--- config.mk ---
export PLATFORM = sky130hd
export DESIGN_NAME = pa_bmu_bus_demux
export DESIGN_NICKNAME = d
export VERILOG_FILES = /design/src/rtl/pa_bmu_bus_demux.sv
export SDC_FILE = /design/constraint.sdc
export NUM_CORES = 1
export LEC_CHECK = 0
export ABC_AREA = 0
export CAP_MARGIN = 20
export CORE_AREA = 2 2 168 170
export DETAILED_ROUTE_END_ITERATION = 6
export DIE_AREA = 0 0 170 172
export GPL_ROUTABILITY_DRIVEN = 1
export GPL_TIMING_DRIVEN = 0
export PLACE_DENSITY_LB_ADDON = 0.1
export SYNTH_ARGS = -nofsm -noshare
export SYNTH_HDL_FRONTEND = slang
export SYNTH_SLANG_ARGS = --single-unit
--- constraint.sdc ---
create_clock -name bmu_clk -period 4.7 [get_ports bmu_clk]
set_input_delay 0.47 -clock bmu_clk [delete_from_list [all_inputs] [get_ports bmu_clk]]
set_output_delay 0.47 -clock bmu_clk [all_outputs]
set_load 0.01 [all_outputs]
--- src/rtl/pa_bmu_bus_demux.sv ---
// pa_bmu_bus_demux
// Routes one upstream bus master (tt_bmu_*) to NPORT downstream slave ports
// by address region, keeping up to DEPTH transactions outstanding.
// Responses must come back in issue order. An in-order FIFO of port IDs
// therefore tracks which port owns the current response (the head). New
// requests may pipeline behind the outstanding ones only when they target
// the same port as the most recent push.
//
// Ports
//   bmu_clk, cpurst_b          clock, async active-low reset
//   tt_bmu_*                   upstream request / attributes / write data
//   bmu_tt_*                   upstream grant, completion, error, read data
//   pad_bmu_port_base/mask     per-port 12-bit region base/mask (addr[31:20])
//   bmu_port_req / _req_dp     one-hot address-phase / data-phase request
//   bmu_port_addr..write       shared copies of the upstream request fields
//   port_bmu_*                 per-port grant, completion, error, read data
//   bmu_tt_clk_en              upstream clock enable (activity indicator)
//   bmu_dbg_cnt/state/proto_err  outstanding count, FSM state, sticky error

// Region decoder for one downstream port.
module pa_bmu_port_dec (
    input  logic [11:0] addr_hi,
    input  logic [11:0] base,
    input  logic [11:0] mask,
    output logic        hit
);
    assign hit = ((addr_hi & mask) == base);
endmodule

module pa_bmu_bus_demux #(
    parameter int NPORT = 4,
    parameter int DEPTH = 2
) (
    input  logic                  bmu_clk,
    input  logic                  cpurst_b,
    // upstream request
    input  logic                  tt_bmu_req,
    input  logic                  tt_bmu_write,
    input  logic                  tt_bmu_data_req,
    input  logic [31:0]           tt_bmu_addr,
    input  logic [31:0]           tt_bmu_wdata,
    input  logic [1:0]            tt_bmu_size,
    input  logic [3:0]            tt_bmu_prot,
    // upstream response
    output logic                  bmu_tt_grant,
    output logic                  bmu_tt_trans_cmplt,
    output logic                  bmu_tt_acc_err,
    output logic [31:0]           bmu_tt_rdata,
    // region map
    input  logic [NPORT*12-1:0]   pad_bmu_port_base,
    input  logic [NPORT*12-1:0]   pad_bmu_port_mask,
    // downstream request
    output logic [NPORT-1:0]      bmu_port_req,
    output logic [NPORT-1:0]      bmu_port_req_dp,
    output logic [31:0]           bmu_port_addr,
    output logic [31:0]           bmu_port_wdata,
    output logic [1:0]            bmu_port_size,
    output logic [3:0]            bmu_port_prot,
    output logic                  bmu_port_write,
    // downstream response
    input  logic [NPORT-1:0]      port_bmu_grnt,
    input  logic [NPORT-1:0]      port_bmu_trans_cmplt,
    input  logic [NPORT-1:0]      port_bmu_acc_err,
    input  logic [NPORT*32-1:0]   port_bmu_data,
    // misc / debug
    output logic                  bmu_tt_clk_en,
    output logic [2:0]            bmu_dbg_cnt,
    output logic [1:0]            bmu_dbg_state,
    output logic                  bmu_dbg_proto_err
);
    localparam int IW = (NPORT > 1) ? $clog2(NPORT) : 1;
    localparam int PW = (DEPTH > 1) ? $clog2(DEPTH) : 1;
    localparam logic [PW-1:0] PTR_MAX = PW'(DEPTH - 1);
    localparam logic [2:0]    CNT_MAX = 3'(DEPTH);

    typedef enum logic [1:0] {
        ST_IDLE  = 2'b00,
        ST_BUSY  = 2'b01,
        ST_DRAIN = 2'b10
    } state_t;

    logic [NPORT-1:0]           hit;
    logic [NPORT-1:0][11:0]     base_v;
    logic [NPORT-1:0][11:0]     mask_v;
    logic [NPORT-1:0][31:0]     data_v;

    logic [IW-1:0]              sel;
    logic [DEPTH-1:0][IW-1:0]   fifo_id;
    logic [PW-1:0]              wptr, rptr, wptr_prev;
    logic [IW-1:0]              head_id, last_id;
    logic [2:0]                 cnt, cnt_nxt;
    state_t                     state, state_nxt;
    logic                       err_blk, proto_err;

    logic                       busy, issue_ok, push, pop, stray, head_err;
    logic [NPORT-1:0]           head_oh;

    assign base_v = pad_bmu_port_base;
    assign mask_v = pad_bmu_port_mask;
    assign data_v = port_bmu_data;

    // ------------------------------------------------------------------
    // address decode
    // ------------------------------------------------------------------
    for (genvar g = 0; g < NPORT; g++) begin : g_dec
        pa_bmu_port_dec u_dec (
            .addr_hi (tt_bmu_addr[31:20]),
            .base    (base_v[g]),
            .mask    (mask_v[g]),
            .hit     (hit[g])
        );
    end

    // Lowest-index hit wins; unmapped addresses fall through to the last
    // port, which acts as the default slave.
    always_comb begin
        sel = IW'(NPORT - 1);
        for (int i = NPORT - 1; i >= 0; i--) begin
            if (hit[i]) sel = IW'(i);
        end
    end

    // ------------------------------------------------------------------
    // FIFO bookkeeping
    // ------------------------------------------------------------------
    function automatic logic [PW-1:0] ptr_inc(input logic [PW-1:0] p);
        return (p == PTR_MAX) ? '0 : p + PW'(1);
    endfunction

    assign busy      = (cnt != 3'd0);
    assign wptr_prev = (wptr == '0) ? PTR_MAX : wptr - PW'(1);
    assign head_id   = fifo_id[rptr];
    assign last_id   = fifo_id[wptr_prev];
    assign head_oh   = busy ? (NPORT'(1) << head_id) : '0;

    // Pipelining is only safe behind the same port, otherwise responses
    // could return out of order. DRAIN gating also holds off a same-port
    // request that appears while a different-port request is waiting.
    assign issue_ok = tt_bmu_req & (cnt < CNT_MAX) & (~busy | (sel == last_id))
                    & ~err_blk & (state != ST_DRAIN);
    assign push     = issue_ok & port_bmu_grnt[sel];
    assign pop      = |(port_bmu_trans_cmplt & head_oh);
    assign head_err = |(port_bmu_trans_cmplt & port_bmu_acc_err & head_oh);
    // completion from anyone but the head is a slave protocol violation
    assign stray    = |(port_bmu_trans_cmplt & ~head_oh);

    always_comb begin
        cnt_nxt = cnt;
        if (push && !pop)      cnt_nxt = cnt + 3'd1;
        else if (pop && !push) cnt_nxt = cnt - 3'd1;
    end

    always_ff @(posedge bmu_clk or negedge cpurst_b) begin
        if (!cpurst_b) begin
            fifo_id   <= '0;
            wptr      <= '0;
            rptr      <= '0;
            cnt       <= 3'd0;
            err_blk   <= 1'b0;
            proto_err <= 1'b0;
        end else begin
            if (push) begin
                fifo_id[wptr] <= sel;
                wptr          <= ptr_inc(wptr);
            end
            if (pop) rptr <= ptr_inc(rptr);
            cnt       <= cnt_nxt;
            err_blk   <= head_err;
            proto_err <= proto_err | stray;
        end
    end

    // ------------------------------------------------------------------
    // FSM
    // ------------------------------------------------------------------
    always_ff @(posedge bmu_clk or negedge cpurst_b) begin
        if (!cpurst_b) state <= ST_IDLE;
        else           state <= state_nxt;
    end

    always_comb begin
        state_nxt = state;
        case (state)
            ST_IDLE: begin
                if (push) state_nxt = ST_BUSY;
            end
            ST_BUSY: begin
                if (cnt_nxt == 3'd0)                   state_nxt = ST_IDLE;
                else if (tt_bmu_req && sel != last_id) state_nxt = ST_DRAIN;
            end
            ST_DRAIN: begin
                if (cnt_nxt == 3'd0)                   state_nxt = ST_IDLE;
                else if (tt_bmu_req && sel == last_id) state_nxt = ST_BUSY;
            end
            default: state_nxt = ST_IDLE;
        endcase
    end

    // ------------------------------------------------------------------
    // outputs
    // ------------------------------------------------------------------
    assign bmu_port_req       = issue_ok ? (NPORT'(1) << sel) : '0;
    assign bmu_port_req_dp    = tt_bmu_data_req ? head_oh : '0;
    assign bmu_tt_grant       = push;
    assign bmu_tt_trans_cmplt = pop;
    assign bmu_tt_acc_err     = head_err;
    assign bmu_tt_rdata       = busy ? data_v[head_id] : 32'd0;

    assign bmu_port_addr  = tt_bmu_addr;
    assign bmu_port_wdata = tt_bmu_wdata;
    assign bmu_port_size  = tt_bmu_size;
    assign bmu_port_prot  = tt_bmu_prot;
    assign bmu_port_write = tt_bmu_write;

    assign bmu_tt_clk_en     = tt_bmu_req | tt_bmu_data_req | busy;
    assign bmu_dbg_cnt       = cnt;
    assign bmu_dbg_state     = state;
    assign bmu_dbg_proto_err = proto_err;

endmodule

==> results.md, run 1 <==
GRT:
- The final global-route overflow total is 0.
- Entering global routing, the biggest net connects 14 pins.
- The all-layer global routing usage is 12.4%.
- The first global-routing pass estimated 27.7 mm of wire.
- The initial antenna violation count came to 0.
- The number of global-route vias before repair was 4502.

Timing:
- The worst setup margin is 902 ps.
- The tightest slew margin relative to the limit is 37.9%.
- Setup repair after global routing left no endpoint under its margin.
- The final hold violation count came to 0.
- The worst path uses 80.8% of the clock period.
- For the pin with the worst max-slew slack, the measured transition is 926 ps.
- The worst path needs 3800 ps of the cycle, external delays included.
- Derived from the worst setup path, the maximum achievable clock frequency is 263 MHz.
- The final count of pins violating max slew is 0.
- The accumulated negative setup slack is 0 ps.
- The clock arrives with 1.55 ps of skew.
- Setup violations remaining at the end of the flow were counted as 0.

Floorplanning:
- The initial utilization of the core area, before any placement, comes to 11.0%.
- The initialized floorplan defines 61 standard-cell rows.
- The core region is 27500 µm².
- The full die area is 29200 µm².
- The die is 170 µm wide.
- The I/O pin total is 432.
- The die span in y is 172 µm.

Worst setup path:
- Along the worst path, the maximum fanout reaches 10.
- Walking the worst path, the cells encountered are clkdlybuf4s50_1, nand3_1, a211oi_2, nand4_1, or3_1, a311oi_2, o211a_4, buf_8, clkdlybuf4s50_1.
- The category of the worst setup path capture point is an output port.
- The data required time at the worst endpoint is 4230 ps.
- The critical path launch point type is an input pin.
- The slowest stage of the critical path belongs to the cell sky130_fd_sc_hd__clkdlybuf4s50_1.
- The setup path with the least slack is of type input pin to output port.
- The cell type with the highest occurrence count on the critical path is sky130_fd_sc_hd__clkdlybuf4s50_1.
- The data arrival time at the worst-slack endpoint is 3330 ps.
- In this design, the stage delay of the slowest critical-path cell is 630 ps.
- The register-to-register setup slack is 1660 ps.

Power:
- Per report_power, the combinational group accounts for 86.9% of the total.
- The fraction of power spent switching nets is 46.7%.
- For this design the total switching power over the nets is 1350 µW.
- The internal power contribution is 1540 µW.
- The cell area power density is 411 nW/µm².
- The clock share of power is 5.5%.
- The total leakage power is 0.00268 µW.
- The largest vdd supply drop is 0.136 mV.
- The portion of total power attributed to sequential cells is 7.6%.

Route:
- The detailed router finished its first iteration with 164 violations.
- The DRC violation count after routing is 0.
- The total iterations of the first detailed-routing run is 4.
- The total length of routed wires is 20.0 mm.
- The number of vias per cell after detailed routing is 4.06.
- The final routed wire length divided by cell count is 18.2 µm.
- The routed layout has 4467 vias.
- Once detail routing completed, the nets flagged for antenna violations numbered 0.

Synth:
- Synthesis inferred 13 register bits.
- The share of flip-flops with an asynchronous set or reset after synthesis is 100%.
- The sequential element share of the synthesized area is 10.8%.
- The average footprint of a synthesized cell is 7.52 µm².
- The total of warnings raised by yosys is 0.
- The synthesized design contains 0 enable-type register cells.
- The mapped cell area is 3020 µm².
- Among all flip-flop cells after synthesis, the most frequent one is sky130_fd_sc_hd__dfrtp_1.
- Yosys mapped the design onto 60 distinct sky130hd cell types.
- The total nets after synthesis is 715.
- The synthesized netlist cell count is 401.

CTS:
- CTS built an H-tree with a depth of 1.
- The tree built by TritonCTS fans out to 13 sinks.
- The clock root buffer is sky130_fd_sc_hd__clkbuf_16.
- The clock tree from TritonCTS is built.
- After clock tree synthesis, the clock-pin slew on the worst setup and hold paths is 50 ps.
- The number of cells upsized or downsized after cts is 0.
- Counting along the longest clock path gives a buffer depth of 2.
- In this run, post-CTS hold repair placed 0 buffers.
- The post-CTS setup repair buffer count is 0.
- TritonCTS created 3 clock buffers.
- The later pin in the worst-skew pair is clocked with a latency of 240 ps.

Hold path:
- The worst hold path belongs to the class flop to flop.

Layout:
- In the layout the commonest cells are 348 x sky130_fd_sc_hd__clkdlybuf4s50_1, 71 x sky130_fd_sc_hd__buf_4, 66 x sky130_fd_sc_hd__a22oi_1, 54 x sky130_fd_sc_hd__a21oi_1, 21 x sky130_fd_sc_hd__nand2_1.
- At the end of the flow, the number of nets in the layout was 1068.
- Fill cells in the final layout number 2973.
- The area used by sequential logic in the layout is 325 µm².
- The area of the multi-input gates is 2050 µm².
- The post-route netlist has 13.7% of its cells at a drive strength greater than 1.
- Leaving out fill and tap cells, the most frequent cell in the layout is sky130_fd_sc_hd__clkdlybuf4s50_1.
- The area growth from synthesis to layout is 133%.

Outcome:
- The run finished with clean final reports.

Place:
- Buffers placed on the I/O ports in this run total 348.
- The congestion estimate from routability-driven global placement came to 0.801.
- Before CTS, the worst setup slack after placement is 849 ps.
- The HPWL after detailed placement is 17.2 mm.

Run:
- Across the run, the number of max-cap violations was 0.
[power groups by stage]
stage	clock network [µW]	logic, µW	registers, µW
5_1_grt	172	2750	229
3_3_place_gp	0	2550	217
6_report	160	2510	219
4_1_cts	164	2560	219
3_5_place_dp	0	2550	221
2_1_floorplan	0	1250	211
[per-stage QoR]
step,hold slack (ps),instance area [µm²],power (µW),utilization (%),instances
floorplan,174,3020,1460,-,401
global placement,470,6930,2760,25.2,1095
detailed placement,463,6930,2770,25.2,1095
CTS,478,7010,2940,25.5,1099
global route,491,7010,3150,25.5,1099
finish,468,7020,2880,25.5,1100
[Yosys cell counts (3+ instances only)]
| cell | n | area [µm²] |
|---|---|---|
| sky130_fd_sc_hd__dfrtp_1 | 13 | 325 |
| sky130_fd_sc_hd__nand2b_1 | 4 | 25.0 |
| sky130_fd_sc_hd__and3_1 | 20 | 125 |
| sky130_fd_sc_hd__a21oi_1 | 54 | 270 |
| sky130_fd_sc_hd__xor2_1 | 11 | 96.3 |
| sky130_fd_sc_hd__buf_4 | 71 | 533 |
| sky130_fd_sc_hd__nor2_1 | 7 | 26.3 |
| sky130_fd_sc_hd__nand2_1 | 21 | 78.8 |
| sky130_fd_sc_hd__xnor2_1 | 3 | 26.3 |
| sky130_fd_sc_hd__a21boi_0 | 6 | 45.0 |
| sky130_fd_sc_hd__mux2_2 | 5 | 56.3 |
| sky130_fd_sc_hd__inv_1 | 5 | 18.8 |
| sky130_fd_sc_hd__clkbuf_1 | 17 | 63.8 |
| sky130_fd_sc_hd__o22a_1 | 6 | 52.6 |
| sky130_fd_sc_hd__a21o_1 | 6 | 45.0 |
| sky130_fd_sc_hd__a22oi_1 | 66 | 495 |
| sky130_fd_sc_hd__ha_1 | 3 | 37.5 |
| sky130_fd_sc_hd__and3b_1 | 6 | 52.6 |
| sky130_fd_sc_hd__nand4_1 | 3 | 18.8 |
| sky130_fd_sc_hd__nor2b_1 | 5 | 31.3 |
| sky130_fd_sc_hd__nand3_1 | 10 | 50.1 |
| sky130_fd_sc_hd__a211oi_2 | 6 | 75.1 |
| sky130_fd_sc_hd__nor3_1 | 5 | 25.0 |
| sky130_fd_sc_hd__nand3b_1 | 4 | 30.0 |
[critical path, delay by kind of cell]
kind	cells	cell delay, ps
buffers and inverters	3	1320
and+or+nand+nor	3	760
AOI/OAI and AO/OA	3	750
[kinds of logic (layout without fill, tap and decap cells)]
kind of cell	after synthesis	after routing	share of synthesized area (%)
compound gates	170	170	41.3
simple gates	98	98	18.9
buf+inv	96	448	21.2
xor+xnor	14	14	4.06
flops	13	13	10.8
mux	7	7	2.53
fa+ha+maj	3	3	1.24
other cells	0	1	0
[worst paths after layout]
kind                                        start                end  cells after the start
worst min-delay path            bmu_dbg_proto_err  bmu_dbg_proto_err                      2
worst max-delay path              tt_bmu_addr[26]       bmu_tt_grant                      9
min in group asynchronous                cpurst_b   bmu_dbg_state[1]                      1
max in group asynchronous                cpurst_b  bmu_dbg_proto_err                      1
worst min register to register  bmu_dbg_proto_err  bmu_dbg_proto_err                      2
worst max register to register               rptr   bmu_dbg_state[0]                      9
[sequential cells by signal (all words and copies together) (netlist names)]
| register | flops |
|---|---|
| wptr | 1 |
| bmu_dbg_cnt | 3 |
| rptr | 1 |
| err_blk | 1 |
| bmu_dbg_proto_err | 1 |
| fifo_id | 4 |
| bmu_dbg_state | 2 |
[final cells by class]
cell class / count / area share (%)
repair buffers: 348 / 49.7
multi-input cells: 292 / 29.2
plain buffers: 91 / 8.86
well taps: 346 / 6.17
flip-flops and latches: 13 / 4.64
clock buffers: 3 / 1.07
inverters: 5 / 0.268
clock inverters: 1 / 0.0713
diodes: 1 / 0.0357
[metal layers]
| layer | vias up | global-route usage (%) | routed length (µm) |
|---|---|---|---|
| li1 | 2176 | - | - |
| met4 | 0 | 2.08 | 258 |
| met1 | 2103 | 13.6 | 7380 |
| met3 | 12 | 1.97 | 1180 |
| met2 | 176 | 25.1 | 11200 |
| met5 | - | 0 | 0 |
Power figures use the tool's default switching activity.
==> run 2, diff against run 1 <==
--- a/config.mk
+++ b/config.mk
@@ -7,9 +7,9 @@
 export LEC_CHECK = 0
 export ABC_AREA = 0
 export CAP_MARGIN = 20
-export CORE_AREA = 2 2 168 170
+export CORE_AREA = 2 2 166 168
 export DETAILED_ROUTE_END_ITERATION = 6
-export DIE_AREA = 0 0 170 172
+export DIE_AREA = 0 0 168 170
 export GPL_ROUTABILITY_DRIVEN = 1
 export GPL_TIMING_DRIVEN = 0
 export PLACE_DENSITY_LB_ADDON = 0.1
==> constraint.sdc (replaced) <==
create_clock -name bmu_clk -period 3.42 [get_ports bmu_clk]
set_input_delay 0.342 -clock bmu_clk [delete_from_list [all_inputs] [get_ports bmu_clk]]
set_output_delay 0.342 -clock bmu_clk [all_outputs]
set_load 0.01 [all_outputs]
==> run 2 against run 1 <==
  * Clock power rose by 40%
  * Cell area rose by 0.86%
  * Non-clock buffer count rose by 1
  * Flip-flop and latch count did not move
  * Global-route usage fell by 0.40 points
  * First-iteration DRC count fell by 1.2%
  * Register-to-register slack got worse by 1200 ps
  * Core utilization rose by 1.0 points
  * Sequential share of layout area barely moved
  * Worst hold slack improved by 13 ps
  * Clock-buffer cell count did not move
  * Critical endpoint is now bmu_port_req[1]
  * Largest power group unchanged
==> results.md, run 2 (same netlist as run 1, synthesis figures left out) <==
Route:
- The number of antenna-violating nets in the routed design is 0 (unchanged).
- The final routed wire length divided by cell count is 17.3 µm (was 18.2 µm).
- The total length of routed wires is 18.9 mm (was 20.0 mm).
- The number of vias per cell after detailed routing is 4.13 (was 4.06).
- The violation count after the first detailed-routing iteration is 162 (was 164).
- The DRC violation count after routing is 0 (unchanged).
- The total iterations of the first detailed-routing run came to 4 (unchanged).
- The via total after detailed routing is 4523 (was 4467).

GRT:
- The all-layer global routing usage is 12.0% (was 12.4%).
- The largest net degree at the start of global routing is 14 (unchanged).
- The number of global-route vias before repair was 4495 (was 4502).
- The global-route wire length before repair came to 26.8 mm (was 27.7 mm).
- The initial antenna violation count was 0 (unchanged).
- The final global-route overflow total is 0 (unchanged).

Outcome:
- Run status: completed (unchanged).

Floorplanning:
- The die span in y was 170 µm (was 172 µm).
- The full die area is 28600 µm² (was 29200 µm²).
- The core footprint was 26700 µm² (was 27500 µm²).
- The die boundary width is 168 µm (was 170 µm).
- The effective utilization at floorplan is 11.3% (was 11.0%).
- The I/O pin total is 432 (unchanged).
- The number of placement rows came to 60 (was 61).

Layout:
- The area added between synthesis and finish was 135% (was 133%).
- The most frequent standard cell in the layout excluding fill and tap cells is sky130_fd_sc_hd__clkdlybuf4s50_1 (unchanged).
- Most used cells in the layout excluding fill and tap cells: 334 x sky130_fd_sc_hd__clkdlybuf4s50_1, 72 x sky130_fd_sc_hd__buf_4, 66 x sky130_fd_sc_hd__a22oi_1, 54 x sky130_fd_sc_hd__a21oi_1 (was 348 x sky130_fd_sc_hd__clkdlybuf4s50_1, 71 x sky130_fd_sc_hd__buf_4, 66 x sky130_fd_sc_hd__a22oi_1, 54 x sky130_fd_sc_hd__a21oi_1, 21 x sky130_fd_sc_hd__nand2_1).
- The area of the multi-input gates came to 2120 µm² (was 2050 µm²).
- The count of inserted antenna diode cells is 0 (was 1).
- The area used by sequential logic in the layout is 325 µm² (unchanged).
- The final-stage net count is 1069 (was 1068).
- The proportion of layout cells with a drive suffix above 1 was 14.9% (was 13.7%).
- The number of fillers in the final layout is 2916 (was 2973).
- The register with the most flip-flops is fifo_id (unchanged).
- The flip-flop count of the largest register after layout was 4 (unchanged).

Timing:
- Setup repair after global routing missed its margin: false (unchanged).
- The transition at the pin with the smallest max-transition slack came to 622 ps (was 926 ps).
- The accumulated negative setup slack is 0 ps (unchanged).
- The final hold violation count is 0 (unchanged).
- The final count of pins violating max slew came to 0 (unchanged).
- The worst hold-check slack came to 482 ps (was 468 ps).
- The final critical path takes up 94.0% of the cycle.
- For the finished layout, the period the worst path requires is 3210 ps.
- The final-report setup violation count is 0 (unchanged).
- The worst setup skew after layout was 6.01 ps (was 1.55 ps).
- The tightest slew margin relative to the limit came to 58.4% (was 37.9%).
- The maximum clock rate is 311 MHz.

Worst setup path:
- The top cell family by delay on the critical path is buffers and inverters (unchanged).
- The kind of critical path is input pin to output port (unchanged).
- The highest cell delay on the worst timing path was 570 ps (was 630 ps).
- Cell Chain, Critical Path: clkdlybuf4s50_1, and3_1, o22a_1, nand4_1, buf_4, o211ai_1, a221oi_4, nand2_2, nor3_2, clkdlybuf4s50_1 (was clkdlybuf4s50_1, nand3_1, a211oi_2, nand4_1, or3_1, a311oi_2, o211a_4, buf_8, clkdlybuf4s50_1).
- The critical path launch point type is an input pin (unchanged).
- The category of the worst setup path capture point is an output port (unchanged).
- The maximum fanout encountered on the critical timing path is 4 (was 10).
- The critical path's slowest cell is sky130_fd_sc_hd__clkdlybuf4s50_1 (unchanged).
- The data arrival time at the worst-slack endpoint was 2870 ps (was 3330 ps).
- The data required time at the worst endpoint was 3080 ps (was 4230 ps).
- The buffer and inverter count on the worst path is 3 (unchanged).
- The cell type with the highest occurrence count on the critical path is sky130_fd_sc_hd__clkdlybuf4s50_1 (unchanged).

Power:
- The total power is 4000 µW (was 2880 µW).
- The cell area power density was 565 nW/µm² (was 411 nW/µm²).
- The largest vdd supply drop is 0.160 mV (was 0.136 mV).
- The total leakage power is 0.00276 µW (was 0.00268 µW).

CTS:
- The clock-pin transition on the worst setup and hold timing paths came to 50 ps (about the same).
- The clock tree from TritonCTS was built (unchanged).
- The count of H-tree levels built during CTS came to 1 (unchanged).
- The number of buffers inserted for hold repair after clock tree synthesis came to 0 (unchanged).
- The maximum count of clock buffers along a single path is 2 (unchanged).
- The clock root buffer is sky130_fd_sc_hd__clkbuf_16 (unchanged).
- The TritonCTS sink count came to 13 (unchanged).
- The clock latency at the later pin of the worst-skew pair is 240 ps (about the same).
- The total CTS buffers is 3 (unchanged).

Place:
- The total half-perimeter wirelength after legalization and detailed placement came to 16.4 mm (was 17.2 mm).
- The placer congestion estimate came to 0.836 (was 0.801).
- The quantity of I/O buffers inserted on ports came to 348 (unchanged).

Hold path:
- The kind of path behind the tightest hold check is flop to flop (unchanged).

Run:
- The count of maximum capacitance violations was 0 (unchanged).
-- run 2: cell count changes in the layout (fill, tap and decap cells not counted), moves of 2 or more --
cell / previous run / this run
sky130_fd_sc_hd__dlygate4sd2_1: 0 / 11
sky130_fd_sc_hd__o32ai_2: 2 / 0
sky130_fd_sc_hd__clkbuf_2: 0 / 2
sky130_fd_sc_hd__dlymetal6s2s_1: 0 / 3
sky130_fd_sc_hd__clkbuf_1: 17 / 15
sky130_fd_sc_hd__clkdlybuf4s50_1: 348 / 334
sky130_fd_sc_hd__o32ai_4: 0 / 2
-- run 2: power by group --
part | internal, µW | total (µW) | switching, µW
Combinational | 1760 | 3460 | 1700
Clock | 156 | 224 | 68.1
Sequential | 220 | 310 | 90.4
Total | 2140 | 4000 | 1860
-- run 2: per-layer routing --
metal | wire length (µm) | vias up | global-route usage (%)
met4 | 28 | 0 | 0.756
met1 | 6820 | 2144 | 12.6
met5 | 0 | - | 0
li1 | - | 2172 | -
met3 | 1160 | 2 | 1.88
met2 | 10900 | 205 | 25.6
-- run 2: timing repair --
action,4_1_cts,5_1_grt
buffers inserted,1,0
pin swaps,2,1
cloned,0,0
resized for setup,17,11
setup endpoints to repair,4,29
-- run 2: area by class of cell --
class | instances | share of cell area, %
buffer | 91 | 8.82
clock buffer | 3 | 1.06
clock inverter | 1 | 0.0707
inverter | 5 | 0.265
multi-input combinational | 292 | 29.9
sequential | 13 | 4.60
tap | 341 | 6.03
timing repair buffer | 349 | 49.2
-- run 2: path summary, 6_finish.rpt --
path	startpoint	end	slack, ps	cells after the start
max	pad_bmu_port_base[15]	bmu_port_req[1]	210	10
min	bmu_dbg_proto_err	bmu_dbg_proto_err	480	2
min in group asynchronous	cpurst_b	bmu_dbg_cnt[2]	490	1
max reg2reg	bmu_dbg_cnt[0]	bmu_dbg_state[0]	510	11
min reg2reg	bmu_dbg_proto_err	bmu_dbg_proto_err	480	2
max in group asynchronous	cpurst_b	bmu_dbg_state[1]	2520	1
-- run 2: through the flow --
step / area (µm²) / instances / worst slack [ps] / utilization (%)
global route: 7080 / 1095 / 10.6 / 26.5
CTS: 7030 / 1095 / 19.7 / 26.4
global placement: 6930 / 1090 / -209 / 26.0
floorplan: 3020 / 401 / 824 / -
detailed placement: 6930 / 1090 / -198 / 26.0
finish: 7080 / 1095 / 205 / 26.5
-- run 2: tightest hold or removal path: stages (launching register included) --
cell and delay (ps):
sky130_fd_sc_hd__dfrtp_1 340, sky130_fd_sc_hd__a21oi_1 40, sky130_fd_sc_hd__nand2_1 60
